===== src/rtl/intr_ctrl.sv =====
// +-----------------------------------------------------------------------------+
// | intr_ctrl: edge-latched, masked, fixed-priority interrupt controller with     |
// | IRQ/ack/EOI handshake to the CPU. Revision: 1.0                               |
// +-----------------------------------------------------------------------------+
`default_nettype none

module intr_ctrl #(
  parameter int NUM_SRC = 8,
  parameter int VEC_W   = 3
) (
  input  logic               I_clk,
  input  logic               I_rst,
  input  logic [NUM_SRC-1:0] I_src,
  input  logic               I_mask_we,
  input  logic [NUM_SRC-1:0] I_mask_wdata,
  input  logic               I_ovr_clr,
  input  logic               I_ack,
  input  logic               I_eoi,
  output logic               O_irq,
  output logic [VEC_W-1:0]   O_vector,
  output logic               O_active,
  output logic [NUM_SRC-1:0] O_pending,
  output logic [NUM_SRC-1:0] O_mask,
  output logic [NUM_SRC-1:0] O_overrun
);

  typedef enum logic [1:0] {
    S_IDLE    = 2'd0,
    S_ASSERT  = 2'd1,
    S_SERVICE = 2'd2
  } state_t;

  state_t             r_state;
  state_t             w_state_nxt;
  logic [NUM_SRC-1:0] r_src_q;
  logic [NUM_SRC-1:0] r_pending;
  logic [NUM_SRC-1:0] r_mask;
  logic [NUM_SRC-1:0] r_overrun;
  logic               r_irq;
  logic [VEC_W-1:0]   r_vector;
  logic               r_active;

  logic [NUM_SRC-1:0] w_edge;
  logic [NUM_SRC-1:0] w_req;
  logic [NUM_SRC-1:0] w_clr;
  logic [NUM_SRC-1:0] w_ovr_set;
  logic [VEC_W-1:0]   w_win_idx;
  logic               w_irq_nxt;
  logic               w_active_nxt;
  logic [VEC_W-1:0]   w_vector_nxt;

  assign w_edge    = I_src & ~r_src_q;
  assign w_req     = r_pending & r_mask;
  // A fresh edge on a bit being acknowledged this cycle is a new event, not a lost one.
  assign w_ovr_set = w_edge & r_pending & ~w_clr;

  always_comb begin
    w_win_idx = '0;
    for (int i = NUM_SRC - 1; i >= 0; i--) begin
      if (w_req[i]) begin
        w_win_idx = VEC_W'(i);
      end
    end
  end

  always_comb begin
    w_state_nxt  = r_state;
    w_irq_nxt    = r_irq;
    w_active_nxt = r_active;
    w_vector_nxt = r_vector;
    w_clr        = '0;
    case (r_state)
      S_IDLE: begin
        if (|w_req) begin
          w_state_nxt  = S_ASSERT;
          w_irq_nxt    = 1'b1;
          w_vector_nxt = w_win_idx;
        end
      end
      S_ASSERT: begin
        if (I_ack) begin
          w_state_nxt  = S_SERVICE;
          w_irq_nxt    = 1'b0;
          w_active_nxt = 1'b1;
          w_clr        = NUM_SRC'(1) << r_vector;
        end
      end
      S_SERVICE: begin
        if (I_eoi) begin
          w_state_nxt  = S_IDLE;
          w_active_nxt = 1'b0;
        end
      end
      default: begin
        w_state_nxt  = S_IDLE;
        w_irq_nxt    = 1'b0;
        w_active_nxt = 1'b0;
      end
    endcase
  end

  always_ff @(posedge I_clk) begin
    // Tracks the lines through reset so a level already high at release is not an event.
    r_src_q <= I_src;
    if (I_rst) begin
      r_state   <= S_IDLE;
      r_pending <= '0;
      r_mask    <= '0;
      r_overrun <= '0;
      r_irq     <= 1'b0;
      r_vector  <= '0;
      r_active  <= 1'b0;
    end else begin
      r_state   <= w_state_nxt;
      r_pending <= (r_pending & ~w_clr) | w_edge;
      r_overrun <= (I_ovr_clr ? '0 : r_overrun) | w_ovr_set;
      r_irq     <= w_irq_nxt;
      r_vector  <= w_vector_nxt;
      r_active  <= w_active_nxt;
      if (I_mask_we) begin
        r_mask <= I_mask_wdata;
      end
    end
  end

  assign O_irq     = r_irq;
  assign O_vector  = r_vector;
  assign O_active  = r_active;
  assign O_pending = r_pending;
  assign O_mask    = r_mask;
  assign O_overrun = r_overrun;

endmodule

`default_nettype wire


===== config.mk =====
export PLATFORM = sky130hd
export DESIGN_NAME = intr_ctrl
export DESIGN_NICKNAME = d
export VERILOG_FILES = /design/src/rtl/intr_ctrl.sv
export SDC_FILE = /design/constraint.sdc
export NUM_CORES = 1
export LEC_CHECK = 0
export CORE_MARGIN = 2
export CORE_UTILIZATION = 35
export CTS_BUF_LIST = sky130_fd_sc_hd__clkbuf_4 sky130_fd_sc_hd__clkbuf_8 sky130_fd_sc_hd__clkbuf_16
export CTS_CLUSTER_SIZE = 16
export DETAILED_ROUTE_END_ITERATION = 16
export HOLD_SLACK_MARGIN = 0.06
export MAX_ROUTING_LAYER = met4
export PLACE_DENSITY = 0.65
export SYNTH_ARGS = -nofsm -noshare
export SYNTH_HDL_FRONTEND = slang
export SYNTH_SLANG_ARGS = --single-unit

===== constraint.sdc =====
create_clock -name I_clk -period 3.6 [get_ports I_clk]
set_clock_uncertainty 0.1 [all_clocks]
set_input_delay 0.72 -clock I_clk [delete_from_list [all_inputs] [get_ports I_clk]]
set_output_delay 0.72 -clock I_clk [all_outputs]
set_load 0.005 [all_outputs]

======== Yosys cells after proc, flatten, opt, wreduce, memory -nomap -nowiden ========
Cells that the tools add are included.
cells by class
  mux-type cells .......................... 21
  divide/modulo/power cells ............... 0
  magnitude comparators ................... 0
  bitwise logic cells ..................... 11
  $add $sub $neg .......................... 0
  shifts and indexed selects .............. 1
  eq/ne operators ......................... 5
  reduce and logical (&&, ||, !) cells .... 6
  multipliers ............................. 0
operator list
  operator                                                           number
  8-bit AND                                                          5
  3-bit 2-to-1 mux                                                   8
  8-bit 2-to-1 mux                                                   3
  8-bit NOT                                                          2
  8-bit OR                                                           2
  3-bit AND reduction                                                3
  8-bit OR reduction                                                 1
  1-bit by 3-bit << shifter with 8-bit output, first input constant  1
  2-bit 2-to-1 mux                                                   3
  2-bit != test, second input constant                               3
  1-bit one-hot mux with 3 select lines                              2
  2-bit one-hot mux with 3 select lines                              1
  1-bit 2-to-1 mux                                                   4
  2-bit by 1-bit == test with 1-bit output, second input constant    1
  2-bit == test, second input constant                               1
  2-bit zero test                                                    1
  1-bit NOT                                                          2
  2-bit AND reduction                                                1
storage, ports and cells
  memories kept ........................... 0
  logic and storage cells ................. 52
  latch bits .............................. 0
  bits in read-only memories .............. 0
  bits of input ports ..................... 22
  register bits ........................... 39
  memory bits (writable) .................. 0

======== Logic depth before layout (Yosys ltp) ========
Gate-level depths: netlist of the first run.
  depth in word-level cells ............... 9
  depth in mapped cells ................... 5

======== Least setup slack after synthesis of the first run ========
Ideal clock, no wire load.
  kind .................................... input -> register
  from .................................... input I_rst
  to ...................................... register r_overrun[1] (netlist: O_overrun[1])
  required time ........................... 3.416 ns
  slack ................................... 2.058 ns
  stages .................................. 3
  arrival ................................. 1.357 ns
  buffers on the path ..................... 1
  cell sequence ........................... buf_2 or3b_2 o31ai_2
RTL lines
  element                 line  source
  start: declaration      12    input logic I_rst,
  end signal: assignment  116   r_overrun <= (I_ovr_clr ? '0 : r_overrun) | w_ovr_set;
  end: declaration        38    logic [NUM_SRC-1:0] r_overrun;

==> results of run 1 <==
==> report_power, final <==
part	total, W	switching (W)	internal, W
Clock	0.000291	0.000141	0.000150
Sequential	0.000487	0.0000293	0.000458
Combinational	0.000139	0.0000574	0.0000818
Total	0.000917	0.000228	0.000690
==> kinds of logic (layout without fill, tap and decap cells) <==
kind of cell | after synthesis | in the layout | share of synthesized area [%]
muxes | 8 | 8 | 5.259
AOI/OAI and AO/OA | 44 | 44 | 23.75
buffers and inverters | 5 | 59 | 1.479
DFF | 39 | 39 | 51.27
and+or+nand+nor | 49 | 49 | 18.24
==> sequential cells by signal, summed over array words and instances (netlist names) <==
signal and flops:
O_active 1, O_irq 1, O_mask 8, O_overrun 8, O_pending 8, O_vector 3, r_src_q 8, r_state 2
==> worst max-delay path: stages <==
cell and delay, ps:
clkdlybuf4s50_1 910, a2111oi_0 680, a31o_1 210
==> how the worst max path moves through the flow <==
stage | startpoint | to | slack (ps) | cells after the start
CTS | I_rst | O_vector[0]$_SDFFE_PP0P_ | 1250 | 3
finish | I_rst | O_vector[0]$_SDFFE_PP0P_ | 1200 | 3
detailed placement | I_rst | O_vector[0]$_SDFFE_PP0P_ | 970 | 3
floorplan | I_rst | O_overrun[1]$_SDFF_PP0_ | 2060 | 3
global placement | I_rst | O_overrun[7]$_SDFF_PP0_ | 1080 | 3
global route | I_rst | O_vector[0]$_SDFFE_PP0P_ | 1110 | 3
==> per-layer routing <==
| layer | part of all wire [%] | track usage (%) | vias up |
|---|---|---|---|
| met4 | 1.4 | 6.410 | 0 |
| met5 | 0 | - | - |
| met3 | 6.1 | 4.618 | 5 |
| met2 | 47 | 24.13 | 41 |
| li1 | - | - | 633 |
| met1 | 46 | 18.99 | 600 |
==> synthesized netlist by cell type, drive strengths merged <==
cell	n	share of area [%]
dfxtp	39	51
o21ai	8	3.4
or3b	7	4.0
nand2b	13	5.8
mux2i	8	5.3
clkbuf	2	0.49
a31o	1	0.58
o31ai	10	9.4
nor2	16	3.9
nand4	1	0.41
nand2	11	3.2
a21oi	14	4.6
buf	3	0.99
a211oi	2	0.99
a22oi	5	2.5
and3b	1	0.82
a2111oi	2	1.2
a32oi	2	1.2
==> stage by stage <==
step                      setup WS [ps]  total power [W]
final                              1202        0.0009174
after global routing               1114        0.0009558
after CTS                          1247        0.0009285
after detailed placement          969.6        0.0006357
after global placement             1078        0.0006310
after floorplan                    2058        0.0005539
==> final cells by class <==
type / count / area [um^2] / share of cell area, %
clock buffer: 6 / 82.58 / 3.813
sequential: 39 / 780.7 / 36.05
tap: 50 / 62.56 / 2.889
multi-input combinational: 101 / 719.4 / 33.22
clock inverter: 1 / 5.005 / 0.2311
timing repair buffer: 52 / 515.5 / 23.80
==> results.tsv, run 1 <==
stage	metric	value	unit
cells_and_area	fillers	357	
worst_setup_path	crit_type	in -> reg	
status	status	finished, final reports clean	
synthesis	seq_area_frac_synth	51.27	%
cells_and_area	syn_to_final_growth	42.24	%
timing	setup_tns	0	ps
cells_and_area	nets	221	
power_and_ir_drop	p_leak	0.8145	nW
clock_tree	cts_resized	0	
route	via_count	1279	
run	cap_violations	0	
placement	dp_cells	242	
route	drtIter0Drc	48	
floorplan	rows	23	
route	ant_nets	0	
worst_setup_path	crit_required	3730	ps
placement	routabilityCongestion	0.8232	
route	viasPerCell	5.137	
clock_tree	numCtsBuffers	5	
floorplan	dieArea	0.004894	mm^2
worst_setup_path	worst_ep_arrival_time	2530	ps
floorplan	core	0.004086	mm^2
synthesis	ys_ff_latch	39	
clock_tree	cts.sinks	39	
synthesis	synth_fp_nets	167	
timing	drv_slew	0	
synthesis	synth_area	0.001523	mm^2
min_path	holdCritPathClass	reg -> reg	
route	drt_pass1_iterations	4	
power_and_ir_drop	powerDensity	423.6	mW/mm^2
min_path	hold_depth	2	
clock_tree	cts_tree	yes	
timing	worst_pin_slew	983.8	ps
timing	hold_viol_final	0	
global_route	antenna_found_initial	0	
min_path	hold_path_end	O_overrun[6]$_SDFF_PP0_	
synthesis	synth_cell_types	24	
cells_and_area	drive_above_1_share	16.08	%
worst_setup_path	worstSetupStartpointType	input pin	
clock_tree	clk_pin_slew	70	ps
clock_tree	clk_path_buf_depth	2	
route	wirelength	3677	um
synthesis	syn_inst	145	
placement	dp_hpwl	2753	um
clock_tree	cts_setup_buffers	0	
placement	port_buffers	50	
worst_setup_path	reg2reg_slack	2150	ps
timing	min_period	2398	ps
worst_setup_path	crit_path_end_kind	flop	
global_route	grt_pass1_vias	1298	
power_and_ir_drop	ir_drop	0.2350	mV
cells_and_area	antennaDiodeCount	0	
cells_and_area	finish.utilization	53.00	%
global_route	grt_first_pass_wirelength	5947	um
global_route	track_usage	15.59	%
worst_setup_path	worstReg2RegStart	O_pending[3]$_SDFF_PP0_	
floorplan	die_width	69.96	um
cells_and_area	final-instance-count-excl-fill	249	
clock_tree	cts_htree_levels	2	
placement	post_dp_cell_area	0.002078	mm^2
clock_tree	clkLatencyLatePin	290	ps
cells_and_area	final_common_cell	clkdlybuf4s50_1	
cells_and_area	final_cell_area	0.002166	mm^2
timing	min_period_over_period	66.60	%
cells_and_area	final_cell_mix	clkdlybuf4s50_1, dfxtp_1, nor2_1, a21oi_1, nand2b_1	
floorplan	start_util	37.26	%
route	drc	0	
global_route	grt_max_degree	28	
global_route	overflow	0	
worst_setup_path	r2r-end	O_irq$_SDFFE_PP0P_	
timing	slew_headroom	34.21	%
clock_tree	root_buffer	clkbuf_8	
floorplan	pin_count	51	
worst_setup_path	critical_path.max_fanout	27	
timing	setup-violations-final	0	
floorplan	die_y	69.96	um
worst_setup_path	reg2regPathDepth	4	
min_path	min_from	O_overrun[6]$_SDFF_PP0_	
synthesis	yosysWarnings	0	
synthesis	synth.avg_cell_area	10.50	um^2
timing	rsz0062_at_grt	false	
timing	timing.fmax	0.4171	GHz
timing	fin_hold_ws	391.6	ps
route	wire_per_inst	14.77	um
clock_tree	holdBufCountCts	0	
Power figures use the tool's default switching activity.
==> inputs of run 2 (changes only) <==
--- a/config.mk
+++ b/config.mk
@@ -12,7 +12,7 @@
 export DETAILED_ROUTE_END_ITERATION = 16
 export HOLD_SLACK_MARGIN = 0.06
 export MAX_ROUTING_LAYER = met4
-export PLACE_DENSITY = 0.65
+export PLACE_DENSITY = 0.67
 export SYNTH_ARGS = -nofsm -noshare
 export SYNTH_HDL_FRONTEND = slang
 export SYNTH_SLANG_ARGS = --single-unit
==> constraint.sdc (replaced) <==
create_clock -name I_clk -period 2.2 [get_ports I_clk]
set_clock_uncertainty 0.1 [all_clocks]
set_input_delay 0.44 -clock I_clk [delete_from_list [all_inputs] [get_ports I_clk]]
set_output_delay 0.44 -clock I_clk [all_outputs]
set_load 0.005 [all_outputs]
==> run 2 against run 1 <==
  * Non-clock buffer count is 1 higher
  * Worst setup slack worse by 860 ps
  * Wire length is 4.3% higher
  * Critical path depth is 2 lower
  * Clock-buffer cell count is 2 higher
  * Register-to-register slack worse by 1400 ps
  * Core utilization is 0.89 points higher
  * Global-route usage is 1.5 points higher
  * Sequential power is 63% higher
  * Highest routed layer unchanged
==> results.tsv, run 2 (synthesis gave the netlist of run 1 again) <==
stage	metric	value	unit
cells_and_area	drive_above_1_share	16.92	%
timing	fin_hold_ws	387.9	ps
timing	rsz0062_at_grt	false	
cells_and_area	finish.utilization	53.89	%
timing	slew_headroom	71.32	%
placement	dp_hpwl	2774	um
clock_tree	cts_resized	0	
power_and_ir_drop	p_leak	0.8330	nW
status	status	finished, final reports clean	
clock_tree	clk_path_buf_depth	2	
worst_setup_path	worst_ep_arrival_time	1320	ps
clock_tree	holdBufCountCts	0	
cells_and_area	final_cell_area	0.002202	mm^2
route	wire_per_inst	15.28	um
global_route	antenna_found_initial	0	
worst_setup_path	crit_required	1660	ps
power_and_ir_drop	powerDensity	710.9	mW/mm^2
cells_and_area	final_cell_mix	clkdlybuf4s50_1, dfxtp_1, nor2_1, a21oi_1, nand2b_1	
floorplan	core	0.004086	mm^2
timing	hold_viol_final	0	
run	cap_violations	0	
worst_setup_path	crit_type	reg -> out	
worst_setup_path	worstReg2RegStart	O_pending[3]$_SDFF_PP0_	
global_route	track_usage	17.05	%
route	via_count	1286	
floorplan	start_util	37.26	%
floorplan	pin_count	51	
route	ant_nets	0	
clock_tree	root_buffer	clkbuf_8	
clock_tree	cts_htree_levels	2	
floorplan	dieArea	0.004894	mm^2
worst_setup_path	crit_slowest_cell	clkdlybuf4s50_1	
clock_tree	clkLatencyLatePin	290	ps
placement	routabilityCongestion	0.8236	
cells_and_area	antennaDiodeCount	0	
placement	port_buffers	50	
route	drc	0	
global_route	grt_max_degree	41	
placement	post_dp_cell_area	0.002098	mm^2
global_route	grt_pass1_vias	1381	
floorplan	die_y	69.96	um
timing	worst_pin_slew	419.3	ps
worst_setup_path	slowest_delay	550	ps
timing	setup_tns	0	ps
clock_tree	cts_setup_buffers	0	
timing	timing.fmax	0.5374	GHz
route	drtIter0Drc	47	
cells_and_area	nets	222	
worst_setup_path	critical_path.max_fanout	4	
route	viasPerCell	5.124	
cells_and_area	syn_to_final_growth	44.62	%
worst_setup_path	critPathTopFamily	buffers and inverters	
floorplan	die_width	69.96	um
route	drt_pass1_iterations	4	
cells_and_area	final_common_cell	clkdlybuf4s50_1	
worst_setup_path	startpoint	O_vector[2]$_SDFFE_PP0P_	
global_route	grt_first_pass_wirelength	6396	um
clock_tree	numCtsBuffers	5	
worst_setup_path	crit_path_end_kind	output pin	
clock_tree	cts_tree	yes	
clock_tree	clk_pin_slew	70	ps
timing	min_period_over_period	84.59	%
min_path	holdCritPathClass	reg -> reg	
worst_setup_path	worstSetupStartpointType	flop	
global_route	overflow	0	
timing	setup-violations-final	0	
route	wirelength	3835	um
clock_tree	cts.sinks	39	
worst_setup_path	worst-path-buf-inv	1	
min_path	min_from	O_overrun[6]$_SDFF_PP0_	
floorplan	rows	23	
timing	drv_slew	0	
power_and_ir_drop	ir_drop	0.3460	mV
worst_setup_path	cp_cell_sequence	clkdlybuf4s50_1	
timing	min_period	1861	ps
## run 2: changes by cell type in the layout (fill, tap and decap cells not counted)
cell and delta:
clkinv_2 -1, clkbuf_8 +1, clkbuf_4 +1, buf_12 +1
## run 2: final cells by class
cell class | instances | area [um^2]
fillers | 364 | 1884
flip-flops and latches | 39 | 780.7
multi-input cells | 101 | 719.4
repair buffers | 53 | 535.5
clock buffers | 8 | 103.9
well taps | 50 | 62.56
## run 2: routing by layer
layer,vias to the layer above,part of all wire [%],wire [um],global-route usage [%]
met5,-,0,0,-
met4,0,1.2,47,5.556
met3,5,6.0,231,6.205
met1,600,46,1751,20.43
met2,47,47,1804,26.67
li1,634,-,-,-
## run 2: power by group
part           leakage (nW)  switching (W)  total [W]  internal (W)
logic                 0.456       0.000100   0.000238      0.000138
clock network        0.0549       0.000237   0.000535      0.000298
registers             0.322      0.0000433   0.000792      0.000749
## run 2: worst paths after layout
kind	endpoint	slack, ps	cells after the start
max	O_vector[2]	340	1
min	O_overrun[6]$_SDFF_PP0_	390	2
max reg2reg	O_irq$_SDFFE_PP0P_	750	4
min reg2reg	O_overrun[6]$_SDFF_PP0_	390	2
## run 2: metrics by stage
stage / power [W] / std cells / setup slack [ps]
3_5_place_dp: 0.001044 / 243 / 326.6
4_1_cts: 0.001580 / 251 / 352.9
5_1_grt: 0.001642 / 251 / 294.0
3_3_place_gp: 0.001037 / 243 / 328.7
6_report: 0.001565 / 251 / 339.1
2_1_floorplan: 0.0009063 / 145 / 938.5
==> inputs of run 3 (changes only) <==
==> constraint.sdc (replaced) <==
create_clock -name I_clk -period 1.53 [get_ports I_clk]
set_clock_uncertainty 0.1 [all_clocks]
set_input_delay 0.306 -clock I_clk [delete_from_list [all_inputs] [get_ports I_clk]]
set_output_delay 0.306 -clock I_clk [all_outputs]
set_load 0.005 [all_outputs]
==> run 3 against run 2 <==
  * Worst setup slack got worse by 310 ps
  * Cell count rose by 7.2%
  * Critical path depth did not move
  * Via count rose by 4.5%
  * Largest power group unchanged
  * Highest routed layer is now met3
==> results.tsv, run 3 (synthesis gave the netlist of run 1 again) <==
stage	metric	value	unit
timing	hold_viol_final	0	
power_and_ir_drop	p_int	0.001706	W
worst_setup_path	slowest_delay	490	ps
power_and_ir_drop	ir_drop	0.5287	mV
power_and_ir_drop	p_leak	1.153	nW
clock_tree	numCtsBuffers	5	
worst_setup_path	crit_type	reg -> out	
power_and_ir_drop	power_frac_seq	49.7	%
global_route	track_usage	16.43	%
timing	rsz0062_at_grt	true	
route	drtIter0Drc	41	
min_path	holdCritPathClass	in -> reg	
timing	fin_hold_ws	389.9	ps
floorplan	die_y	69.96	um
route	top_layer	met3	
global_route	antenna_found_initial	0	
clock_tree	cts_tree	yes	
clock_tree	root_buffer	clkbuf_8	
clock_tree	clkLatencyLatePin	280	ps
timing	slew_headroom	73.12	%
floorplan	pin_count	51	
route	via_count	1344	
route	wirelength	3864	um
route	m1WireLength	1795	um
global_route	overflow	0	
power_and_ir_drop	powerDensity	942.7	mW/mm^2
worst_setup_path	crit_slowest_cell	clkdlybuf4s50_1	
run	cap_violations	0	
cells_and_area	drive_above_1_share	34.25	%
floorplan	core	0.004086	mm^2
power_and_ir_drop	power.switching	0.0005573	W
worst_setup_path	worst-path-buf-inv	1	
timing	worst_pin_slew	401.7	ps
global_route	grt_max_degree	20	
power_and_ir_drop	power.share.clock	33.1	%
route	ant_nets	0	
timing	min_period	1503	ps
power_and_ir_drop	comb_power_share	17.1	%
route	wl_met2	1886	um
timing	drv_slew	0	
route	drt_pass1_iterations	4	
route	drc	0	
cells_and_area	syn_to_final_growth	57.68	%
floorplan	rows	23	
worst_setup_path	crit_path_end_kind	output pin	
clock_tree	cts.sinks	39	
global_route	grt_first_pass_wirelength	6375	um
worst_setup_path	crit_required	1120	ps
cells_and_area	nets	240	
placement	dp_cells	251	
clock_tree	cts_htree_levels	2	
global_route	grt_pass1_vias	1400	
cells_and_area	final_common_cell	clkdlybuf4s50_1	
placement	port_buffers	50	
route	wl_met3	182	um
cells_and_area	final-instance-count-excl-fill	269	
timing	timing.fmax	0.6651	GHz
placement	routabilityCongestion	0.8227	
clock_tree	clk_pin_slew	70	ps
placement	pre_cts_slack	-143.9	ps
timing	min_period_over_period	98.26	%
worst_setup_path	critPathTopFamily	buffers and inverters	
floorplan	die_width	69.96	um
placement	dp_hpwl	2819	um
timing	setup-violations-final	0	
cells_and_area	fillers	363	
worst_setup_path	worst_ep_arrival_time	1100	ps
floorplan	start_util	37.26	%
cells_and_area	antennaDiodeCount	0	
worst_setup_path	critical_path.max_fanout	2	
clock_tree	clk_path_buf_depth	2	
cells_and_area	final_cell_mix	clkdlybuf4s50_1, dfxtp_1, buf_4, dlygate4sd2_1	
worst_setup_path	cp_cell_sequence	clkdlybuf4s50_1	
status	status	finished, final reports clean	
route	viasPerCell	4.996	
power_and_ir_drop	p_sw_share	24.62	%
route	wire_per_inst	14.36	um
timing	setup_slack	26.56	ps
floorplan	dieArea	0.004894	mm^2
power_and_ir_drop	power	0.002263	W
worst_setup_path	worstSetupStartpointType	flop	
==> run 3: what timing repair did <==
item / 4_1_cts / 5_1_grt
setup endpoints to repair: 28 / 13
pin swaps: 0 / 1
gates resized for setup: 42 / 13
hold buffers: 0 / 0
buffers inserted: 10 / 0
==> run 3: metal layers <==
metal	global-route usage, %	up-vias
li1	-	672
met1	20.27	635
met2	27.30	37
met3	4.329	0
met4	3.205	0
met5	-	-
==> run 3: final cells by class <==
cell class                 instances  area (um^2)  area share, %
sequential                        39        815.8          33.98
clock buffer                       7        96.34          4.013
timing repair buffer              71        683.2          28.45
multi-input combinational        101        735.7          30.64
tap                               50        62.56          2.606
clock inverter                     1        7.507         0.3127
==> run 3: path summary, 6_finish.rpt <==
check	start	to	slack, ps	cells after the start
setup / recovery	O_mask[4]$_SDFFE_PP0P_	O_mask[4]	30	1
hold / removal	I_src[7]	r_src_q[7]$_DFF_P_	390	1
setup reg to reg	O_pending[3]$_SDFF_PP0_	O_irq$_SDFFE_PP0P_	110	5
hold reg to reg	O_active$_SDFFE_PP0P_	O_active$_SDFFE_PP0P_	400	2
==> run 3: through the flow <==
step                cell area [um^2]  util [%]  setup TNS [ps]
finish                          2401     58.76               0
global route                    2401     58.76          -15.12
CTS                             2362     57.81               0
detailed placement              2171     53.12           -2021
global placement                2171     53.12           -1807
floorplan                       1523         -               0
==> run 3: power groups by stage <==
stage | Combinational, W | Sequential (W) | Clock, W
final | 0.000388 | 0.00113 | 0.000750
after CTS | 0.000387 | 0.00112 | 0.000769
after detailed placement | 0.000366 | 0.00116 | 0
after global routing | 0.000421 | 0.00113 | 0.000816
after floorplan | 0.000149 | 0.00115 | 0
after global placement | 0.000359 | 0.00116 | 0
